<file path="src/rtl/mem_pkg.sv">
// Shared types and sizing for the data-memory block-copy engine.
// range_ok is the bounds check used before any memory access.
package mem_pkg;

    localparam int DEPTH  = 32;
    localparam int ADDR_W = 64;
    localparam int DATA_W = 64;
    localparam int LEN_W  = 6;

    typedef enum logic [2:0] {
        IDLE,
        CHECK,
        RD,
        WR,
        FIN
    } state_t;

    typedef enum logic {
        ASC,
        DESC
    } dir_t;

    // Widened by one bit so base+len never wraps past the top.
    function automatic logic range_ok(
        input logic [ADDR_W-1:0] base,
        input logic [LEN_W-1:0]  len
    );
        logic [ADDR_W:0] sum;
        sum = {1'b0, base} + {{(ADDR_W+1-LEN_W){1'b0}}, len};
        return sum <= (ADDR_W+1)'(DEPTH);
    endfunction

endpackage

</file>
<file path="src/rtl/mem_copy_dma.sv">
// Block-copy engine for the data memory with memmove semantics.
// One read and one write cycle per word; direction picked per request.
module mem_copy_dma
    import mem_pkg::*;
(
    input  logic              clk,
    input  logic              rst,
    input  logic              start,
    input  logic [ADDR_W-1:0] src_addr,
    input  logic [ADDR_W-1:0] dst_addr,
    input  logic [LEN_W-1:0]  length,
    output logic [ADDR_W-1:0] address,
    output logic              WE_mem,
    output logic [DATA_W-1:0] dIN,
    input  logic [DATA_W-1:0] dout,
    output logic              busy,
    output logic              done,
    output logic              error,
    output logic [LEN_W-1:0]  words_left
);

    state_t            state;
    dir_t              dir;
    logic [ADDR_W-1:0] src_r;
    logic [ADDR_W-1:0] dst_r;
    logic [LEN_W-1:0]  len_r;
    logic [LEN_W-1:0]  idx;

    logic [ADDR_W:0]   src_end;
    logic              overlap;
    logic [LEN_W-1:0]  idx_init;
    logic [LEN_W-1:0]  idx_nxt;
    logic [ADDR_W-1:0] idx_ext;
    logic [ADDR_W-1:0] init_ext;
    logic [ADDR_W-1:0] nxt_ext;
    logic              bad_req;

    // Destination inside the source tail: copy from the top down.
    assign src_end  = {1'b0, src_r}
                    + {{(ADDR_W+1-LEN_W){1'b0}}, len_r};
    assign overlap  = (dst_r > src_r)
                    && ({1'b0, dst_r} < src_end);
    assign idx_init = overlap ? len_r - 1'b1 : '0;
    assign idx_nxt  = (dir == DESC) ? idx - 1'b1 : idx + 1'b1;
    assign idx_ext  = {{(ADDR_W-LEN_W){1'b0}}, idx};
    assign init_ext = {{(ADDR_W-LEN_W){1'b0}}, idx_init};
    assign nxt_ext  = {{(ADDR_W-LEN_W){1'b0}}, idx_nxt};
    assign bad_req  = !range_ok(src_r, len_r)
                    || !range_ok(dst_r, len_r);

    always_ff @(posedge clk or posedge rst) begin
        if (rst) begin
            state      <= IDLE;
            dir        <= ASC;
            src_r      <= '0;
            dst_r      <= '0;
            len_r      <= '0;
            idx        <= '0;
            address    <= '0;
            WE_mem     <= 1'b0;
            dIN        <= '0;
            busy       <= 1'b0;
            done       <= 1'b0;
            error      <= 1'b0;
            words_left <= '0;
        end else begin
            done  <= 1'b0;
            error <= 1'b0;
            unique case (state)
                IDLE: begin
                    WE_mem <= 1'b0;
                    if (start) begin
                        src_r <= src_addr;
                        dst_r <= dst_addr;
                        len_r <= length;
                        busy  <= 1'b1;
                        state <= CHECK;
                    end
                end
                CHECK: begin
                    if (bad_req) begin
                        error <= 1'b1;
                        busy  <= 1'b0;
                        state <= IDLE;
                    end else if (len_r == '0) begin
                        done       <= 1'b1;
                        words_left <= '0;
                        state      <= FIN;
                    end else begin
                        dir        <= overlap ? DESC : ASC;
                        idx        <= idx_init;
                        words_left <= len_r;
                        address    <= src_r + init_ext;
                        state      <= RD;
                    end
                end
                RD: begin
                    address <= dst_r + idx_ext;
                    dIN     <= dout;
                    WE_mem  <= 1'b1;
                    state   <= WR;
                end
                WR: begin
                    WE_mem     <= 1'b0;
                    words_left <= words_left - 1'b1;
                    idx        <= idx_nxt;
                    if (words_left == LEN_W'(1)) begin
                        done  <= 1'b1;
                        state <= FIN;
                    end else begin
                        address <= src_r + nxt_ext;
                        state   <= RD;
                    end
                end
                FIN: begin
                    busy  <= 1'b0;
                    state <= IDLE;
                end
                default: begin
                    busy  <= 1'b0;
                    state <= IDLE;
                end
            endcase
        end
    end

endmodule

</file>
<file path="config.mk">
export PLATFORM = sky130hd
export DESIGN_NAME = mem_copy_dma
export DESIGN_NICKNAME = d
export VERILOG_FILES = /design/src/rtl/mem_pkg.sv /design/src/rtl/mem_copy_dma.sv
export SDC_FILE = /design/constraint.sdc
export NUM_CORES = 1
export LEC_CHECK = 0
export CAP_MARGIN = 25
export CORE_MARGIN = 5
export CORE_UTILIZATION = 35
export CTS_CLUSTER_DIAMETER = 100
export DETAILED_ROUTE_END_ITERATION = 7
export PLACE_DENSITY_LB_ADDON = 0.15
export SYNTH_ARGS = -nofsm -noshare
export SYNTH_HDL_FRONTEND = slang
export SYNTH_SLANG_ARGS = --single-unit
</file>
<file path="constraint.sdc">
create_clock -name clk -period 8.8 [get_ports clk]
set_clock_uncertainty 0.15 [all_clocks]
set_input_delay 1.32 -clock clk [delete_from_list [all_inputs] [get_ports clk]]
set_output_delay 1.32 -clock clk [all_outputs]
set_load 0.1 [all_outputs]
</file>
== Word level (Yosys, flattened, before mapping) ==
Cells that the tools add are included.

* Register bits: 282
* Output and inout bits: 138

* Add/sub/neg operators: 9
* $lt $le $gt $ge: 4
* Eq/ne operators: 9
* Muxes and demuxes: 28
* Bitwise gates (word level): 3
* Reduce and logical (&&, ||, !) cells: 17

{| class="wikitable"
|+ Operators by type and width
! cell !! number
|-
| $add A64 B6 Y64 || 3
|-
| $mux W64 || 3
|-
| $pmux W64 S3 || 1
|-
| $add A64 B6 Y65 || 2
|-
| $le A65 B6 Y1 const B || 2
|-
| $lt A64 B65 Y1 || 1
|-
| $gt A64 B64 Y1 || 1
|-
| $mux W6 || 6
|-
| $pmux W6 S2 || 2
|-
| $sub A6 B1 Y6 const B || 3
|-
| $mux W3 || 4
|-
| $pmux W3 S4 || 1
|-
| $ne A2 B2 Y1 const B || 5
|-
| $reduce_and A3 Y1 || 3
|-
| $mux W1 || 8
|-
| $add A6 B1 Y6 const B || 1
|-
| $eq A3 B2 Y1 const B || 2
|-
| $eq A6 B1 Y1 const B || 1
|-
| $logic_not A6 Y1 || 1
|-
| $pmux W1 S2 || 2
|-
| $reduce_and A2 Y1 || 2
|-
| $reduce_and A4 Y1 || 1
|-
| $reduce_bool A2 Y1 || 2
|-
| $reduce_or A2 Y1 || 2
|-
| 8 further kinds || 11
|}

== Logic depth before layout (Yosys ltp) ==
Gate-level depths: netlist of run 1.

* Word-level depth: 8
* Depth in mapped cells: 35
* Gate-level depth less buffers: 34

== Worst setup path after synthesis of run 1 ==
No wires, ideal clock.

* Kind: register -> register
* From: register len_r[0]
* To: register address[60]
* Library setup time: 83 ps
* Arrival: 6344 ps
* Path slack: 2223 ps
* Cell stages (with the launch flop): 35
* Path buffers: 1
* Period minus slack after synthesis: 6577 ps
* Cells stage by stage: dfrtp_1 ha_1 inv_1 fa_1 nand2b_1 a211o_1 a21oi_1 nand3_1 xnor2_1 ha_1 a21o_1 a21o_1 a21oi_1 o21ai_0 a211o_1 a21oi_1 o21ai_0 nand3_1 o211ai_1 o31ai_1 ha_1 inv_1 fa_1 inv_1 a21oi_1 o21bai_1 a21o_1 a21oi_1 nand2b_1 or3_1 clkbuf_1 nor3_1 xnor2_1 mux2_2 o22ai_1

* Cells in the longest elaborated chain, start to end: 8

{| class="wikitable"
|+ Ends and longest elaborated chain
! what !! RTL line !! text
|-
| start: declaration || mem_copy_dma.sv:26 || <nowiki>logic [LEN_W-1:0] len_r;</nowiki>
|-
| start signal: assignment || mem_copy_dma.sv:75 || <nowiki>len_r <= length;</nowiki>
|-
| $add A64 B6 Y65 || mem_pkg.sv:29, mem_copy_dma.sv:40 ||
|-
| $lt A64 B65 Y1 || mem_copy_dma.sv:42 || <nowiki>&& ({1'b0, dst_r} < src_end);</nowiki>
|-
| $logic_and A1 B1 Y1 || mem_copy_dma.sv:42 ||
|-
| $mux W6 || mem_copy_dma.sv:43 || <nowiki>assign idx_init = overlap ? len_r - 1'b1 : '0;</nowiki>
|-
| $add A64 B6 Y64 || mem_copy_dma.sv:93 || <nowiki>address <= src_r + init_ext;</nowiki>
|-
| $mux W64 || mem_copy_dma.sv:85 || <nowiki>end else if (len_r == '0) begin</nowiki>
|-
| $mux W64 || mem_copy_dma.sv:81 || <nowiki>if (bad_req) begin</nowiki>
|-
| $pmux W64 S3 || mem_copy_dma.sv:69 || <nowiki>unique case (state)</nowiki>
|-
| end signal: assignment || mem_copy_dma.sv:93 ||
|-
| end signal: assignment || mem_copy_dma.sv:98 || <nowiki>address <= dst_r + idx_ext;</nowiki>
|-
| end signal: assignment || mem_copy_dma.sv:111 || <nowiki>address <= src_r + nxt_ext;</nowiki>
|-
| end: declaration || mem_copy_dma.sv:12 || <nowiki>output logic [ADDR_W-1:0] address,</nowiki>
|}

Several ways; a longest one is shown, not always the timed one. The select of a mux whose other input is x is not followed.
A chain may end at the register's enable or synchronous reset.

== Worst setup path in the final report of run 1 ==
* From: register len_r[3]
* To: register address[29]

Same word-level chain as after synthesis.

==> results, run 1 <==
- The run finished with clean final reports.
- The synthesized netlist net count is 2,919.
- The clock reaches the later pin of the worst-skew pair after 580 ps.
- In this run the critical register-to-register path is launched from len_r[3]$_DFFE_PP0P_.
- Summing all flip-flop and latch instances after layout gives 7060 sq um.
- STA classifies the critical path startpoint as a flop.
- Ranked by total cell area, the synthesized netlist is headed by dfrtp_1, ha_1, nand2_1.
- Together, buffers and inverters on the worst path number 2.
- The initial utilization of the core area, before any placement, comes to 0.354.
- The average instance in the mapped netlist occupies 8.35 sq um.
- The area fraction of the dominant cell type after synthesis is 0.331.
- The arrival time reported for the critical path endpoint is 8730 ps.
- In this run the number of H-tree levels came out at 2.
- In this run, synthesis inferred 0 flip-flops with an integrated enable.
- The global placer's final weighted congestion is 1.06.
- The global-route wire length before repair is 150,000 microns.
- The period utilization is 0.952.
- The area of the die is 66,000 sq um.
- From bottom edge to top edge, the die measures 257 microns.
- The share of layout cells above drive strength 1 is 0.0938.
- The worst setup path category is flop to flop.
- The worst-case register-to-register setup slack is 420 ps.
- The sequential cell area fraction in the yosys report is 0.331.
- The first TritonRoute pass finished after 6 iterations.
- After filler insertion, the fill cell instance count of the layout stands at 5,993.
- The length in cells of the worst reg-to-reg path is 28.
- The finished cells cover 27,100 sq um.
- The number of setup buffers added after CTS is 0.
- The cell family contributing the most delay on the critical path is compound AO/OA/AOI/OAI gates.
- The power per cell area is 171 nW/um^2.
- The count of buffers added on input and output ports is 338.
- The max-slew violation count is 0.
- Setup violations remaining at the end of the flow were counted as 0.
- The count of cells along the worst hold path is 2.
- The non-filler instance count after layout is 3,681.
- The cell count after synthesis came out at 2,555.
- In the final routed layout, each cell accounts on average for 28.3 microns.
- The headroom to the max-slew limit is 0.289.
- The flop and latch count out of synthesis is 282.
- The sum of routed wire length over all layers is 104,000 microns.
- STA puts the critical path data required time at 9150 ps.
- After routing, the total negative slack on setup checks comes to 0 ps.
- After synthesis, the most frequently instantiated cells are nand2_1, dfrtp_1, nor2_1, xnor2_1, ha_1.
- The static leakage power is 11.1 nW.
- In this run, post-CTS hold repair placed 0 buffers.
- The CTS sink count is 282.
- The startpoint of the lowest-slack hold path is dIN[53]$_DFFE_PP0P_.
- The area growth from synthesis to layout is 27.0%.
- In this run the worst hold path is classified as flop to flop.
- The global-route usage over all layers is 0.303.
- The post-synthesis cell type count is 85.
- For this run, the slowest stage of the critical path takes 640 ps.
- The measured slew at the worst slew-check pin is 1060 ps.
- The row count is 90.
- For this run, the top clock speed supported by timing is 119 MHz.
- Among all flip-flop cells after synthesis, the most frequent one is dfrtp_1.
- The I/O pin count is 339.
- The via count of the first global-routing pass is 21.0k.
- Setup repair after global routing left no endpoint under its margin.
- Clock tree synthesis selected as its root buffer the cell clkbuf_16.
- The number of antenna violations at the first check in global routing came to 1.
- The number of gates resized after CTS was 0.
- The destination of the worst register-to-register timing path is address[29]$_DFFE_PP0P_.
- The die outline width is 257 microns.
- The via density per instance is 5.86.
- The number of maximum-capacitance violations is 0.
- The maximum clock insertion buffer count is 3.
- The half-perimeter wire length after detailed placement is 84,000 microns.
- In this run, CTS created clock tree buffers numbering 38.
- The number of hold violations in the final report came to 0.
- The first routing iteration left 2,262 violations.
- The most common cell in the synthesized netlist is nand2_1.
- The total overflow left after global routing is 0.
- For this run, the post-layout net count is 3,238.
- The peak fanout along the critical path is 7.
- The number of gates on the worst path with buffers counted is 28.
- Entering global routing, the biggest net connects 134 pins.
- The total number of yosys warnings is 0.
- The placed instances occupy a cell area of 25,800 sq um.
- The leading area contributor after synthesis is dfrtp_1.
- The final routed DRC violation total is 0.
- After detailed placement, the design holds a cell count of 3,615.
- The number of antenna-violating nets in the routed design is 0.
- The count of antenna diodes in the layout is 0.
- Counting flops with an async set or reset pin after synthesis yields a share of 1.00.
- Across the VDD grid, the largest voltage drop is 0.000149 V.
- The worst setup path is captured at a flop.
- The netlist area before placement is 21,300 sq um.
- The placeable core region is 60,400 sq um.
- The endpoint of the worst hold path is dIN[53]$_DFFE_PP0P_.
- The design draws 4.64 mW.
- The multi-input combinational cells in the finished layout cover a total of 13,300 sq um.
- The clock transition time at the flip-flop clock pins of the worst setup and hold paths is 60 ps.
- The via count is 21.6k.
- On the critical path, the stage with the largest delay is an instance of or4_1.
- Counting I/O delays and the setup requirement, the final critical path takes 8380 ps.
- TritonCTS built the clock tree.
-- per-layer routing --
layer  vias up  wire, microns  global-route usage
met5         -              0                   0
met3       201           9470              0.0670
li1       9754              -                   -
met4         0           3580              0.0892
met1     10486          46600               0.434
met2      1131          44700               0.460
-- placed cells by master (no fill, tap or decap), types with 40 or more instances in the layout --
cell type and n:
a21o_1 67, nand3_1 77, nand2_1 440, nor2_1 167, xor2_1 48, nand4_1 99
xnor2_1 164, nor3_1 83, o21ai_0 135, clkdlybuf4s50_1 338, mux2_2 74, dfrtp_1 282
inv_1 94, buf_4 82, a21oi_1 105, o22ai_1 40, ha_1 158
-- cell type report --
| class | instances | share of cell area |
|---|---|---|
| clock buffer | 54 | 0.0421 |
| clock inverter | 11 | 0.00425 |
| inverter | 99 | 0.0138 |
| multi-input combinational | 2028 | 0.492 |
| sequential | 282 | 0.260 |
| tap | 782 | 0.0361 |
| timing repair buffer | 425 | 0.151 |
-- power breakdown --
part	total, mW	switching [mW]	internal, mW
combinational	1.41	0.842	0.569
sequential	1.67	0.286	1.38
clock	1.57	0.632	0.933
-- cell families after synthesis --
logic type,after synthesis,share of synthesized area
simple gates,1075,0.245
compound gates,482,0.144
flops,282,0.331
buf+inv,245,0.0461
xor+xnor,212,0.0870
fa+ha+maj,163,0.0973
mux,96,0.0501
-- worst min-delay path, cell delays in order (launching register included) --
cell	delay, ps
dfrtp_1	340
nand2_1	50
nand2_1	50
-- metrics by stage --
step	hold WS, ps	util	setup WS [ps]
2_1_floorplan	360	-	2220
4_1_cts	326	0.448	447
6_report	321	0.449	421
3_5_place_dp	311	0.428	489
3_3_place_gp	308	0.427	643
5_1_grt	335	0.449	80.5
-- sequential cells by signal, summed over array words and instances, names as in the netlist, 3 cells and up --
register and flops:
src_r 64, address 64, len_r 6, dst_r 64, words_left 6, state 3
idx 6, dIN 64
-- worst max-delay path by stage --
stage | start | endpoint | slack, ps
4_1_cts | src_r[0]$_DFFE_PP0P_ | address[29]$_DFFE_PP0P_ | 450
5_1_grt | len_r[0]$_DFFE_PP0P_ | address[52]$_DFFE_PP0P_ | 80
6_report | len_r[3]$_DFFE_PP0P_ | address[29]$_DFFE_PP0P_ | 420
3_5_place_dp | src_r[0]$_DFFE_PP0P_ | address[29]$_DFFE_PP0P_ | 490
2_1_floorplan | len_r[0]$_DFFE_PP0P_ | address[60]$_DFFE_PP0P_ | 2220
3_3_place_gp | len_r[0]$_DFFE_PP0P_ | address[29]$_DFFE_PP0P_ | 640
Power figures use the tool's default switching activity.
==> inputs of run 2 (changes only) <==
- CORE_UTILIZATION: 35 -> 50
- CTS_CLUSTER_SIZE: not set -> 20
==> run 2 against run 1 <==
Against the previous run:
- cell count down 8.4%
- non-clock buffer count shrank 25
- via count is 3.5% higher
- register-to-register slack worse by 99 ps
- die area down 29%
- critical path depth grew 4
- largest power group unchanged
- highest routed layer is now met5
==> results, run 2 (synthesis results as in run 1) <==
- The non-filler instance count after layout is 3,373.
- Counting instances, the worst hold path has a depth of 2.
- The standard cell area after detailed placement is 25,300 sq um.
- The endpoint of the worst hold path is dIN[5]$_DFFE_PP0P_.
- The I/O pin count is 339.
- The final layout contains 3,193 nets.
- The half-perimeter wire length after detailed placement is 78,300 microns.
- Counting cells, the worst reg-to-reg path comes to 32.
- TritonCTS built the clock tree.
- Measured against its own limit, the worst slew margin works out to 0.281.
- The area taken by flip-flops and latches is 7060 sq um.
- The CTS sink count is 282.
- IR analysis of the VDD net gives a maximum drop of 0.000160 V.
- Counting buffers and inverters, the worst setup path is 32 cells deep.
- The global-route usage over all layers is 0.405.
- Before antenna repair, the detailed router went through 8 iterations.
- The run finished with clean final reports.
- The largest stage delay on the critical path is 550 ps.
- The maximum level of the CTS H-tree is 1.
- The post-CTS setup repair buffer count is 0.
- The final routed DRC violation total is 0.
- The period utilization is 0.963.
- On the critical path, the stage with the largest delay is an instance of o31ai_1.
- Including well taps, the total number of placed cells is 3,345.
- The die outline height is 217 microns.
- The mean routed wirelength per cell is 29.3 microns.
- The worst hold path begins at dIN[5]$_DFFE_PP0P_.
- The switching portion of total power is 0.397.
- Along the worst path, the maximum fanout reaches 7.
- Of the cells placed in the final design, the portion with a size suffix greater than 1 is 0.0738.
- The area taken by multi-input logic gates is 13,400 sq um.
- Gates resized during post-CTS repair numbered 0.
- The part of the power in registers is 0.423.
- After the first detailed-routing iteration, the DRC count stood at 2,943.
- The required time reported for the critical path endpoint is 9080 ps.
- The count of port buffers added during placement is 338.
- The highest clock rate is 118 MHz.
- Setup violations remaining at the end of the flow were counted as 0.
- The final critical path time including I/O delays and setup is 8480 ps.
- The most frequent standard cell in the layout excluding fill and tap cells is nand2_1.
- The area growth from synthesis to layout is 21.5%.
- The destination of the worst register-to-register timing path is address[36]$_DFFE_PP0P_.
- The number of buffers and inverters on the critical path is 5.
- The startpoint of the most critical register-to-register path is len_r[0]$_DFFE_PP0P_.
- The max-slew violation count is 0.
- The count of nets left with antenna violations once routing finished came out at 0.
- The number of hold buffers added after cts is 0.
- The placeable core region is 42,000 sq um.
- Entering global routing, the biggest net connects 170 pins.
- The number of hold violations in the final report was 0.
- The power per cell area is 153 nW/um^2.
- The via density per instance is 6.62.
- The measured slew at the worst slew-check pin is 1070 ps.
- The critical path endpoint category is a flop.
- Summed over all cells, the static leakage comes to 10.7 nW.
- STA classifies the critical path startpoint as a flop.
- Counting along the longest clock path gives a buffer depth of 3.
- The row count is 75.
- The area of the die is 46,900 sq um.
- Wires add up to 98,700 microns.
- The via count of the first global-routing pass is 21.7k.
- The fill cell total of the finished layout is 3,542.
- In the layout the commonest cells are nand2_1, clkdlybuf4s50_1, dfrtp_1.
- The global-route wire length before repair is 144,000 microns.
- The summed negative setup slack over all endpoints is 0 ps.
- Hold timing on the final database bottoms out at a slack of 326 ps.
- Summing over every cut layer, the via total after detailed routing is 22.3k.
- The final standard cell area without fillers is 25,900 sq um.
- The total clock buffers created by CTS is 18.
- The share of total power dissipated in combinational logic is 0.342.
- The tree is rooted in a clkbuf_16.
- For this configuration, the core starts out at a cell density of 0.508.
- The worst register-to-register path has a setup slack of 320 ps.
- The later pin in the worst-skew pair is clocked with a latency of 550 ps.
- The clock transition time at the flip-flop clock pins of the worst setup and hold paths is 90 ps.
- The number of antenna violations at the first check in global routing came to 1.
- The net switching component of the power is 1.57 mW.
- The number of maximum-capacitance violations is 0.
- The die outline width is 217 microns.
- Routability-driven placement finished with a final weighted congestion of 1.08.
- The setup path with the least slack is of type flop to flop.
- The clock network fraction of total power is 0.234.
- The overflow left after global routing is 0.
- Setup repair after global routing left no endpoint under its margin.
- The end-of-flow core utilization is 0.617.
- The path type of the worst min-delay path is flop to flop.
- At the worst endpoint, the arrival time is 8750 ps.
- The internal power is 2.39 mW.
- The kind of cell with the highest combined delay along the critical path is compound AO/OA/AOI/OAI gates.
[run 2: changes by cell type in the layout (fill, tap and decap cells not counted), sizes merged]
cell	before	now
bufinv	1	2
buf	87	62
clkinv	10	3
diode	0	1
clkbuf	54	21
clkinvlp	3	1
[run 2: how the worst max path moves through the flow]
stage / startpoint / endpoint / slack [ps]
final: len_r[0]$_DFFE_PP0P_ / address[36]$_DFFE_PP0P_ / 320
after global routing: len_r[0]$_DFFE_PP0P_ / address[36]$_DFFE_PP0P_ / 10
after CTS: src_r[40]$_DFFE_PP0P_ / address[36]$_DFFE_PP0P_ / 580
after detailed placement: src_r[40]$_DFFE_PP0P_ / address[60]$_DFFE_PP0P_ / 620
after global placement: src_r[40]$_DFFE_PP0P_ / address[36]$_DFFE_PP0P_ / 550
after floorplan: len_r[0]$_DFFE_PP0P_ / address[60]$_DFFE_PP0P_ / 2220
[run 2: power by group through the flow]
stage	clock, mW	combinational, mW	sequential, mW
6_report	0.928	1.36	1.68
5_1_grt	0.989	1.46	1.67
4_1_cts	0.939	1.31	1.65
3_5_place_dp	0	1.30	1.68
3_3_place_gp	0	1.27	1.68
2_1_floorplan	0	0.899	1.49
[run 2: layout make-up]
type / instances / area share
Timing Repair Buffer: 400 / 0.151
Antenna cell: 1 / 0.0000965
Sequential cell: 282 / 0.272
Inverter: 99 / 0.0145
Multi-Input combinational cell: 2028 / 0.515
Clock inverter: 3 / 0.00265
Tap cell: 539 / 0.0260
Clock buffer: 21 / 0.0186
[run 2: per-layer routing]
layer	wire (microns)	up-vias	global-route usage
li1	-	9644	-
met1	38800	10713	0.551
met2	42500	1649	0.615
met3	12500	314	0.110
met4	4980	2	0.166
met5	13	-	0
[run 2: per-stage QoR]
stage	total power [mW]	setup WS, ps
2_1_floorplan	2.39	2220
3_3_place_gp	2.95	545
3_5_place_dp	2.98	618
4_1_cts	3.90	578
5_1_grt	4.13	14.1
6_report	3.96	321
[run 2: worst reg2reg max path, delay by kind of cell (launching register included)]
family	cells	cell delay (ps)
buffers and inverters	5	640
AO/OA/AOI/OAI	16	4200
flip-flops	1	490
adder cells (fa/ha/maj)	4	1360
XOR/XNOR	2	400
AND/OR/NAND/NOR	5	1150
